**config.mk**
```make
export PLATFORM = sky130hd
export DESIGN_NAME = pipe_ctrl
export DESIGN_NICKNAME = d
export VERILOG_FILES = /design/src/rtl/rv32_pkg.sv /design/src/rtl/pipe_ctrl_load_use_detect.sv /design/src/rtl/pipe_ctrl.sv
export SDC_FILE = /design/constraint.sdc
export NUM_CORES = 1
export LEC_CHECK = 0
export ABC_CLOCK_PERIOD_IN_PS = 2500
export CORE_MARGIN = 4
export CORE_UTILIZATION = 46
export DETAILED_ROUTE_END_ITERATION = 8
export PLACE_DENSITY = 0.77
export SLEW_MARGIN = 20
export SYNTH_ARGS = -nofsm -noshare
export SYNTH_HDL_FRONTEND = slang
export SYNTH_HIERARCHICAL = 1
export SYNTH_SLANG_ARGS = --single-unit
```
**constraint.sdc**
```tcl
create_clock -name clk -period 2.5 [get_ports clk]
set_input_delay 0.5 -clock clk [delete_from_list [all_inputs] [get_ports clk]]
set_output_delay 0.5 -clock clk [all_outputs]
set_load 0.01 [all_outputs]
```
**src/rtl/rv32_pkg.sv**
```systemverilog
// rtl/rv32_pkg.sv - shared rv32 pipeline types and constants
//
// Purpose : pipeline controller state encoding, register-address width and
//           the NOP instruction loaded by pipeline registers on a flush.
// Ports   : none (package).

package rv32_pkg;

   localparam int REG_ADDR_W = 5;

   // addi x0, x0, 0
   localparam logic [31:0] NOP_INSN = 32'h0000_0013;

   typedef enum logic [1:0] {
      BOOT     = 2'd0,
      RUN      = 2'd1,
      MEM_WAIT = 2'd2,
      TRAP     = 2'd3
   } pipe_state_t;

endpackage : rv32_pkg

```
**src/rtl/pipe_ctrl_load_use_detect.sv**
```systemverilog
// rtl/pipe_ctrl_load_use_detect.sv - combinational load-use hazard compare
//
// Purpose : flags an ID instruction that reads the destination of a load
//           currently in EX.
// Ports   : id_rs1/id_rs2, id_uses_rs1/id_uses_rs2 - ID source operands
//           ex_rd, ex_mem_read                      - EX destination / is-load
//           hazard                                  - stall required

module load_use_detect
   import rv32_pkg::*;
(
   input  logic [REG_ADDR_W-1:0] id_rs1,
   input  logic [REG_ADDR_W-1:0] id_rs2,
   input  logic                  id_uses_rs1,
   input  logic                  id_uses_rs2,
   input  logic [REG_ADDR_W-1:0] ex_rd,
   input  logic                  ex_mem_read,
   output logic                  hazard
);

   logic rs1_hit;
   logic rs2_hit;

   assign rs1_hit = id_uses_rs1 && (id_rs1 == ex_rd);
   assign rs2_hit = id_uses_rs2 && (id_rs2 == ex_rd);

   // x0 is hardwired to zero, so a load targeting it never creates a dependency
   assign hazard = ex_mem_read && (ex_rd != '0) && (rs1_hit || rs2_hit);

endmodule : load_use_detect

```
**src/rtl/pipe_ctrl.sv**
```systemverilog
// rtl/pipe_ctrl.sv - rv32 pipeline stall/flush sequencer
//
// Purpose : drives PC and pipeline-register enables plus bubble flushes from
//           boot hold, load-use hazards, EX redirects and the dmem handshake,
//           trapping when dmem fails to acknowledge in time.
// Ports   : clk, rst (async, active low)
//           id_*/ex_rd/ex_mem_read  - hazard inputs
//           ex_br_taken             - EX redirect
//           mem_req/dmem_ack        - data-memory handshake
//           pc_en .. mem_wb_en      - stage enables
//           if_id_flush/id_ex_flush - bubble inject
//           trap, state, stall_count - status / debug

module pipe_ctrl
   import rv32_pkg::*;
#(
   parameter int BOOT_CYCLES = 4,
   parameter int MEM_TIMEOUT = 16,
   parameter int CNT_W       = 5,
   parameter int PERF_W      = 16
) (
   input  logic                  clk,
   input  logic                  rst,
   input  logic [REG_ADDR_W-1:0] id_rs1,
   input  logic [REG_ADDR_W-1:0] id_rs2,
   input  logic                  id_uses_rs1,
   input  logic                  id_uses_rs2,
   input  logic [REG_ADDR_W-1:0] ex_rd,
   input  logic                  ex_mem_read,
   input  logic                  ex_br_taken,
   input  logic                  mem_req,
   input  logic                  dmem_ack,
   output logic                  pc_en,
   output logic                  if_id_en,
   output logic                  id_ex_en,
   output logic                  ex_mem_en,
   output logic                  mem_wb_en,
   output logic                  if_id_flush,
   output logic                  id_ex_flush,
   output logic                  trap,
   output logic [1:0]            state,
   output logic [PERF_W-1:0]     stall_count
);

   localparam logic [1:0] S_BOOT     = BOOT;
   localparam logic [1:0] S_RUN      = RUN;
   localparam logic [1:0] S_MEM_WAIT = MEM_WAIT;
   localparam logic [1:0] S_TRAP     = TRAP;

   localparam logic [CNT_W-1:0]  BOOT_LAST = CNT_W'(BOOT_CYCLES - 1);
   localparam logic [CNT_W-1:0]  TO_LAST   = CNT_W'(MEM_TIMEOUT - 1);
   localparam logic [PERF_W-1:0] PERF_MAX  = '1;

   logic [1:0]        state_q, state_d;
   logic [CNT_W-1:0]  cnt_q, cnt_d;
   logic              trap_q, trap_d;
   logic [PERF_W-1:0] stall_q;
   logic              hazard;
   logic              ack_eff;
   logic              run_adv;
   logic              stall_inc;

   load_use_detect u_load_use_detect (
      .id_rs1      (id_rs1),
      .id_rs2      (id_rs2),
      .id_uses_rs1 (id_uses_rs1),
      .id_uses_rs2 (id_uses_rs2),
      .ex_rd       (ex_rd),
      .ex_mem_read (ex_mem_read),
      .hazard      (hazard)
   );

   // A MEM instruction dropping its request without an ack is treated as
   // completed so the pipeline cannot wedge on an illegal handshake.
   assign ack_eff = dmem_ack || !mem_req;

   always_comb begin
      state_d     = state_q;
      cnt_d       = cnt_q;
      trap_d      = trap_q;
      run_adv     = 1'b0;
      pc_en       = 1'b0;
      if_id_en    = 1'b0;
      id_ex_en    = 1'b0;
      ex_mem_en   = 1'b0;
      mem_wb_en   = 1'b0;
      if_id_flush = 1'b0;
      id_ex_flush = 1'b0;

      case (state_q)
         S_BOOT: begin
            // PC held while the front stages fill with bubbles
            if_id_en    = 1'b1;
            id_ex_en    = 1'b1;
            if_id_flush = 1'b1;
            id_ex_flush = 1'b1;
            ex_mem_en   = 1'b1;
            mem_wb_en   = 1'b1;
            if (cnt_q == BOOT_LAST) begin
               state_d = S_RUN;
               cnt_d   = '0;
            end else begin
               cnt_d = cnt_q + 1'b1;
            end
         end
         S_RUN: begin
            if (mem_req && !dmem_ack) begin
               // first frozen cycle counts toward the timeout
               state_d = S_MEM_WAIT;
               cnt_d   = CNT_W'(1);
            end else begin
               run_adv = 1'b1;
            end
         end
         S_MEM_WAIT: begin
            if (ack_eff) begin
               run_adv = 1'b1;
               state_d = S_RUN;
               cnt_d   = '0;
            end else begin
               cnt_d = cnt_q + 1'b1;
               if (cnt_q == TO_LAST) begin
                  state_d = S_TRAP;
                  trap_d  = 1'b1;
               end
            end
         end
         default: begin
            trap_d = 1'b1;
         end
      endcase

      // Normal advance: redirect outranks load-use since ID is squashed anyway
      if (run_adv) begin
         pc_en     = 1'b1;
         if_id_en  = 1'b1;
         id_ex_en  = 1'b1;
         ex_mem_en = 1'b1;
         mem_wb_en = 1'b1;
         if (ex_br_taken) begin
            if_id_flush = 1'b1;
            id_ex_flush = 1'b1;
         end else if (hazard) begin
            pc_en       = 1'b0;
            if_id_en    = 1'b0;
            id_ex_flush = 1'b1;
         end
      end

      // Outputs are quiet for the whole time reset is held, not just after an edge
      if (!rst) begin
         pc_en       = 1'b0;
         if_id_en    = 1'b0;
         id_ex_en    = 1'b0;
         ex_mem_en   = 1'b0;
         mem_wb_en   = 1'b0;
         if_id_flush = 1'b0;
         id_ex_flush = 1'b0;
      end
   end

   assign stall_inc = ((state_q == S_RUN) || (state_q == S_MEM_WAIT)) && !pc_en;

   always_ff @(posedge clk or negedge rst) begin
      if (!rst) begin
         state_q <= S_BOOT;
         cnt_q   <= '0;
         trap_q  <= 1'b0;
         stall_q <= '0;
      end else begin
         state_q <= state_d;
         cnt_q   <= cnt_d;
         trap_q  <= trap_d;
         if (stall_inc && (stall_q != PERF_MAX)) begin
            stall_q <= stall_q + 1'b1;
         end
      end
   end

   assign trap        = trap_q;
   assign state       = state_q;
   assign stall_count = stall_q;

endmodule : pipe_ctrl

```
==> results of run 1 <==
## worst paths after layout
kind | endpoint
max | pc_en
min | trap
max reg2reg | stall_count[15]
min reg2reg | trap
max in group asynchronous | stall_count[0]
min in group asynchronous | state[0]
## synthesized netlist by cell type, drive strengths merged
cell     count
a2111oi      1
a211oi       1
a21o         1
a21oi        5
a31oi        1
and2b        1
and3         2
and4         1
buf          4
dfrtp       24
ha           8
inv          6
mux2         4
mux2i        1
nand2        8
nand2b       3
nand3        9
nand3b       1
nand4        5
nor2         7
nor2b        2
nor3         7
nor3b        1
nor4        10
nor4b        2
o211ai       1
o21ai        7
o21bai       1
o221ai       1
o22ai        1
o2bb2ai      1
o31ai        1
or2          2
or3          1
or4          1
xnor2        2
xor2        22
## worst reg2reg max path, delay by kind of cell (launching register included)
family / cells / cell delay [ns]
compound gates: 2 / 0.31
fa+ha+maj: 1 / 0.20
buf+inv: 3 / 0.48
flops: 1 / 0.41
mux: 1 / 0.37
simple gates: 1 / 0.34
## power by group through the flow
stage	clock network, mW	registers [mW]	logic [mW]
after floorplan	0	0.635	0.689
after global placement	0	0.622	1.17
after detailed placement	0	0.631	1.20
after CTS	0.289	0.613	1.22
after global routing	0.311	0.639	1.36
final	0.286	0.616	1.24
## cell usage in the layout (no fill, tap or decap), types with 2 or more instances in the layout
cell and instances:
a21oi_1 3, nor2_2 2, nor4_1 4, buf_4 19
nand2_1 8, o21ai_0 4, dfrtp_1 23, inv_1 6
ha_1 8, or2_2 2, nor3_1 6, dlymetal6s2s_1 6
nand4_1 3, a21oi_2 2, nor2_1 5, clkbuf_4 3
clkdlybuf4s50_1 28, nand2b_1 3, o21ai_2 2, buf_2 3
mux2_2 3, xnor2_1 2, dlygate4sd2_1 8, nand4_2 2
nor4_2 5, xor2_1 22, nand3_1 9, clkbuf_2 2
## metrics by stage
stage	setup TNS [ns]	setup slack (ns)	util (%)	power [mW]	area, um2
floorplan	0	0.155	-	1.32	1580
global placement	-7.87	-0.611	66.1	1.79	2210
detailed placement	-9.55	-0.684	66.1	1.83	2210
CTS	-0.0206	-0.0206	68.2	2.12	2280
global route	-0.0205	-0.0205	69.5	2.31	2320
finish	0	0.0300	69.5	2.14	2320
## flip-flops by register name, indices dropped and copies added (netlist names)
name	flops
stall_count	16
cnt_q	5
state	2
trap	1
## timing repair
item | in CTS | in global routing
pin swaps | 6 | 9
endpoints found under the setup margin | 22 | 10
hold buffers | 0 | 0
buffers inserted | 2 | 0
endpoints found under the hold margin | 0 | 0
gates resized for setup | 35 | 16
## metal layers
| layer | GRT usage, % | vias up | share of wire [%] |
|---|---|---|---|
| li1 | - | 695 | - |
| met1 | 21.4 | 699 | 41 |
| met2 | 32.2 | 43 | 52 |
| met3 | 4.72 | 6 | 5.8 |
| met4 | 5.08 | 0 | 1.3 |
| met5 | 0 | - | 0 |
## layout make-up
class | instances | area, um2
Timing Repair Buffer | 67 | 603
Sequential cell | 24 | 602
Clock buffer | 3 | 22.5
Multi-Input combinational cell | 122 | 982
Inverter | 6 | 22.5
Clock inverter | 1 | 30.0
Tap cell | 46 | 57.6
Fill cell | 270 | 1020
## cell families after synthesis
kind of cell    count (synthesis)  synth area share [%]
simple gates                   63                  24.9
xor+xnor                       24                  13.3
flops                          24                  38.1
compound gates                 22                  9.83
buf+inv                        10                  3.81
fa+ha+maj                       8                  6.34
mux                             5                  3.73
==> flow_metrics.env, run 1 <==
export IMPL_crit_required_ns=2.00
export IMPL_tritoncts="done"
export IMPL_synth_seq_cells=24
export IMPL_grt_max_degree=21
export IMPL_whs_ns=0.499
export IMPL_maxSlewHeadroom_pct=53.0
export IMPL_min_from="trap"
export IMPL_first_pass_iters=4
export IMPL_drc=0
export IMPL_area_delta_synth_final_pct=47.0
export IMPL_critical_path_class="in2out"
export IMPL_critical_path_max_fanout=3
export IMPL_syn_num_nets=187
export IMPL_grt_overflow_total=0
export IMPL_critPathLaunchType="input port"
export IMPL_dieWidth_um=66.6
export IMPL_hold_viol_final=0
export IMPL_timing_rr_start="state[0]"
export IMPL_design_core_area_mm2=0.00334
export IMPL_syn_avg_cell_area_um2=10.1
export IMPL_crit_family="simple AND/OR/NAND/NOR gates"
export IMPL_path_depth=7
export IMPL_hpwl_mm=3.06
export IMPL_viasPerCell=5.36
export IMPL_cts_buffer_depth=2
export IMPL_rrSetupSlack_ns=0.29
export IMPL_place_congestion=0.899
export IMPL_grt_pass1_vias=1426
export IMPL_ios=49
export IMPL_drive_gt1_share_pct=25.1
export IMPL_gr_usage_all_layers_pct=18.1
export IMPL_root_buffer="clkbuf_4"
export IMPL_ant_nets=0
export IMPL_die_h_um=66.6
export IMPL_fmax_mhz=405
export IMPL_vias=1443
export IMPL_internal_power_mw=1.28
export IMPL_status="complete, no violations"
export IMPL_crit_buf_inv=2
export IMPL_initial_core_util_pct=47.3
export IMPL_clock_latency_ns=0.32
export IMPL_seq_area_frac_synth_pct=38.1
export IMPL_whs_path_depth=1
export IMPL_synth_area_mm2=0.00158
export IMPL_synth_cells=156
export IMPL_vdd_ir_drop_worst_mv=0.472
export IMPL_synth_top_area_cell="dfrtp_1"
export IMPL_reg2reg_depth=8
export IMPL_critical_path_max_stage_delay_ns=0.54
export IMPL_die_area_mm2=0.00443
export IMPL_yosys_warnings=6
export IMPL_grt_pass1_wl_mm=6.29
export IMPL_antenna_found_initial=0
export IMPL_min_path_type="reg2reg"
export IMPL_pwr_share_seq_pct=28.7
export IMPL_synth_distinct_cells=45
export IMPL_finalSetupViolCount=0
export IMPL_htreeDepth=1
export IMPL_end_kind="output port"
export IMPL_drt_wl_total_mm=3.91
export IMPL_fin_skew_ns=0.00736
export IMPL_comb_power_share_pct=57.9
export IMPL_diodes=0
export IMPL_portBuffers=48
export IMPL_critical_path_cell_chain="dlygate4sd2_1 -> or4_4 -> o21ai_2 -> a21oi_2 -> nor2b_4 -> nor3_4 -> buf_2"
export IMPL_path_clk_slew_ns=0.14
export IMPL_dp_cells=263
export IMPL_crit_slowest_cell="or4_4"
export IMPL_stdcell_count=269
export IMPL_synth_area_top_cells="dfrtp_1 38%, xor2_1 12%, ha_1 6.3%"
export IMPL_rows=21
export IMPL_leakagePower_nw=1.11
export IMPL_wl_per_cell_um=14.5
export IMPL_synth_top_area_share_pct=38.1
export IMPL_p_per_area_mw_per_mm2=924
export IMPL_max_cap_violations=0
export IMPL_period_share_pct=98.8
export IMPL_clock_sinks=24
export IMPL_critical_path_arrival_ns=1.97
export IMPL_worstSetupStartpoint="ex_rd[2]"
export IMPL_drv_slew=0
export IMPL_switching_power_uw=862
export IMPL_nNetsFinal=255
export IMPL_switching_share_pct=40.2
export IMPL_cts_buffers=3
export IMPL_clockPowerShare_pct=13.3
export IMPL_fin_crit_ns=2.47
export IMPL_tightest_slew_ns=0.700
export IMPL_drt_iter0_markers=59
(Power assumes the default switching activity.)
==> run 2: changes to the inputs <==
CORE_MARGIN = default   (was 4)
==> flow_metrics.env, run 2 (same netlist as run 1, synthesis figures left out) <==
export IMPL_status="complete, no violations"
export IMPL_hpwl_mm=2.99
export IMPL_fmax_mhz=413
export IMPL_maxSlewHeadroom_pct=48.4
export IMPL_finalSetupViolCount=0
export IMPL_post_dp_cell_area_mm2=0.00220
export IMPL_critical_path_cell_chain="dlygate4sd2_1 -> or4_4 -> o21ai_2 -> a21oi_2 -> nor2b_4 -> nor3_2 -> buf_2"
export IMPL_stdcell_count=269
export IMPL_crit_slowest_cell="or4_4"
export IMPL_cts_hold_buffers=0
export IMPL_critical_path_max_stage_delay_ns=0.49
export IMPL_critical_path_arrival_ns=1.92
export IMPL_min_from="trap"
export IMPL_viasPerCell=5.44
export IMPL_final_area_mm2=0.00235
export IMPL_drv_slew=0
export IMPL_ant_nets=0
export IMPL_wl_per_cell_um=14.5
export IMPL_pre_cts_slack_ns=-0.587
export IMPL_antenna_found_initial=0
export IMPL_nNetsFinal=257
export IMPL_drc=0
export IMPL_die_h_um=60.6
export IMPL_fin_crit_ns=2.42
export IMPL_path_clk_slew_ns=0.13
export IMPL_design_core_area_mm2=0.00315
export IMPL_fin_skew_ns=0.00727
export IMPL_min_path_type="reg2reg"
export IMPL_leakagePower_nw=1.12
export IMPL_clock_latency_ns=0.32
export IMPL_period_share_pct=96.9
export IMPL_ios=49
export IMPL_drt_iter0_markers=49
export IMPL_max_cap_violations=0
export IMPL_root_buffer="clkbuf_4"
export IMPL_place_congestion=0.803
export IMPL_final_cell_mix="28 x clkdlybuf4s50_1, 24 x dfrtp_1, 20 x xor2_1, 20 x buf_4, 9 x nand3_1"
export IMPL_tightest_slew_ns=0.768
export IMPL_rows=20
export IMPL_final_seq_area_um2=601
export IMPL_hold_viol_final=0
export IMPL_portBuffers=48
export IMPL_htreeDepth=1
export IMPL_largest_reg_flops=16
export IMPL_num_fill_cells=232
export IMPL_critical_path_class="in2out"
export IMPL_layout_setup_ws_ns=0.0768
export IMPL_crit_family="simple AND/OR/NAND/NOR gates"
export IMPL_end_kind="output port"
export IMPL_grt_pass1_wl_mm=6.27
export IMPL_finalPower_mw=2.13
export IMPL_area_delta_synth_final_pct=49.1
export IMPL_rrSetupSlack_ns=0.33
export IMPL_drive_gt1_share_pct=28.0
export IMPL_cts_buffer_depth=2
export IMPL_dieWidth_um=60.6
export IMPL_grt_overflow_total=0
export IMPL_grt_max_degree=25
export IMPL_crit_buf_inv=2
export IMPL_die_area_mm2=0.00367
export IMPL_multi_input_area_mm2=0.00102
export IMPL_vdd_ir_drop_worst_mv=0.538
export IMPL_p_per_area_mw_per_mm2=907
export IMPL_initial_core_util_pct=50.0
export IMPL_vias=1464
export IMPL_critPathLaunchType="input port"
export IMPL_cts_buffers=3
export IMPL_first_pass_iters=4
export IMPL_drt_wl_total_mm=3.91
export IMPL_timing_rr_start="stall_count[0]"
export IMPL_grt_pass1_vias=1448
export IMPL_diodes=0
export IMPL_critical_path_max_fanout=3
export IMPL_mostFrequentLayoutCell="clkdlybuf4s50_1"
export IMPL_dp_cells=261
export IMPL_clock_sinks=24
export IMPL_gr_usage_all_layers_pct=22.6
export IMPL_worstSetupStartpoint="ex_rd[3]"
export IMPL_crit_required_ns=2.00
export IMPL_tritoncts="done"
## run 2: power breakdown
part	total, mW	internal [mW]	switching, mW
Sequential	0.616	0.489	0.127
Combinational	1.31	0.664	0.643
Clock	0.212	0.0890	0.123
Total	2.13	1.24	0.892
## run 2: final cells by class
| cell class | instances | share of cell area, % |
|---|---|---|
| inverter | 6 | 0.957 |
| tap | 44 | 2.34 |
| timing repair buffer | 69 | 26.4 |
| clock buffer | 4 | 1.54 |
| multi-input combinational | 122 | 43.2 |
| sequential | 24 | 25.5 |
## run 2: worst paths after layout
check                                      end  cells after the start
min in group asynchronous       stall_count[9]                      2
max in group asynchronous             state[1]                      2
worst min register to register            trap                      1
worst max register to register  stall_count[1]                      5
worst min-delay path                      trap                      1
worst max-delay path                     pc_en                      7
## run 2: through the flow
step | utilization (%) | hold WS, ns | TNS [ns]
finish | 74.6 | 0.510 | 0
global route | 74.6 | 0.528 | -0.0335
CTS | 71.5 | 0.519 | -0.0291
detailed placement | 69.9 | 0.486 | -9.43
global placement | 69.9 | 0.450 | -7.80
floorplan | - | 0.204 | 0
## run 2: metal layers
layer / part of all wire, % / vias up / global-route usage [%]
met5: 0 / - / 0
met4: 0.92 / 0 / 5.84
met3: 3.4 / 4 / 3.20
met2: 53 / 43 / 42.9
met1: 42 / 715 / 26.5
li1: - / 702 / -
## run 2: what timing repair did
item	4_1_cts	5_1_grt
pin swaps	6	9
gates resized for setup	33	25
setup endpoints to repair	23	17
cloned	0	0
setup buffers	2	2
## run 2: worst reg2reg max path: stages (launching register included)
cell	delay, ns
dfrtp_1	0.46
ha_1	0.20
nand3_1	0.26
nor4_4	0.74
nor2_2	0.10
mux2_4	0.32
==> run 3: changes to the inputs <==
CTS_CLUSTER_SIZE = 40   (was default)
==> results of run 3 <==
No change in the layout: final DEF, timing and power equal those of run 2.
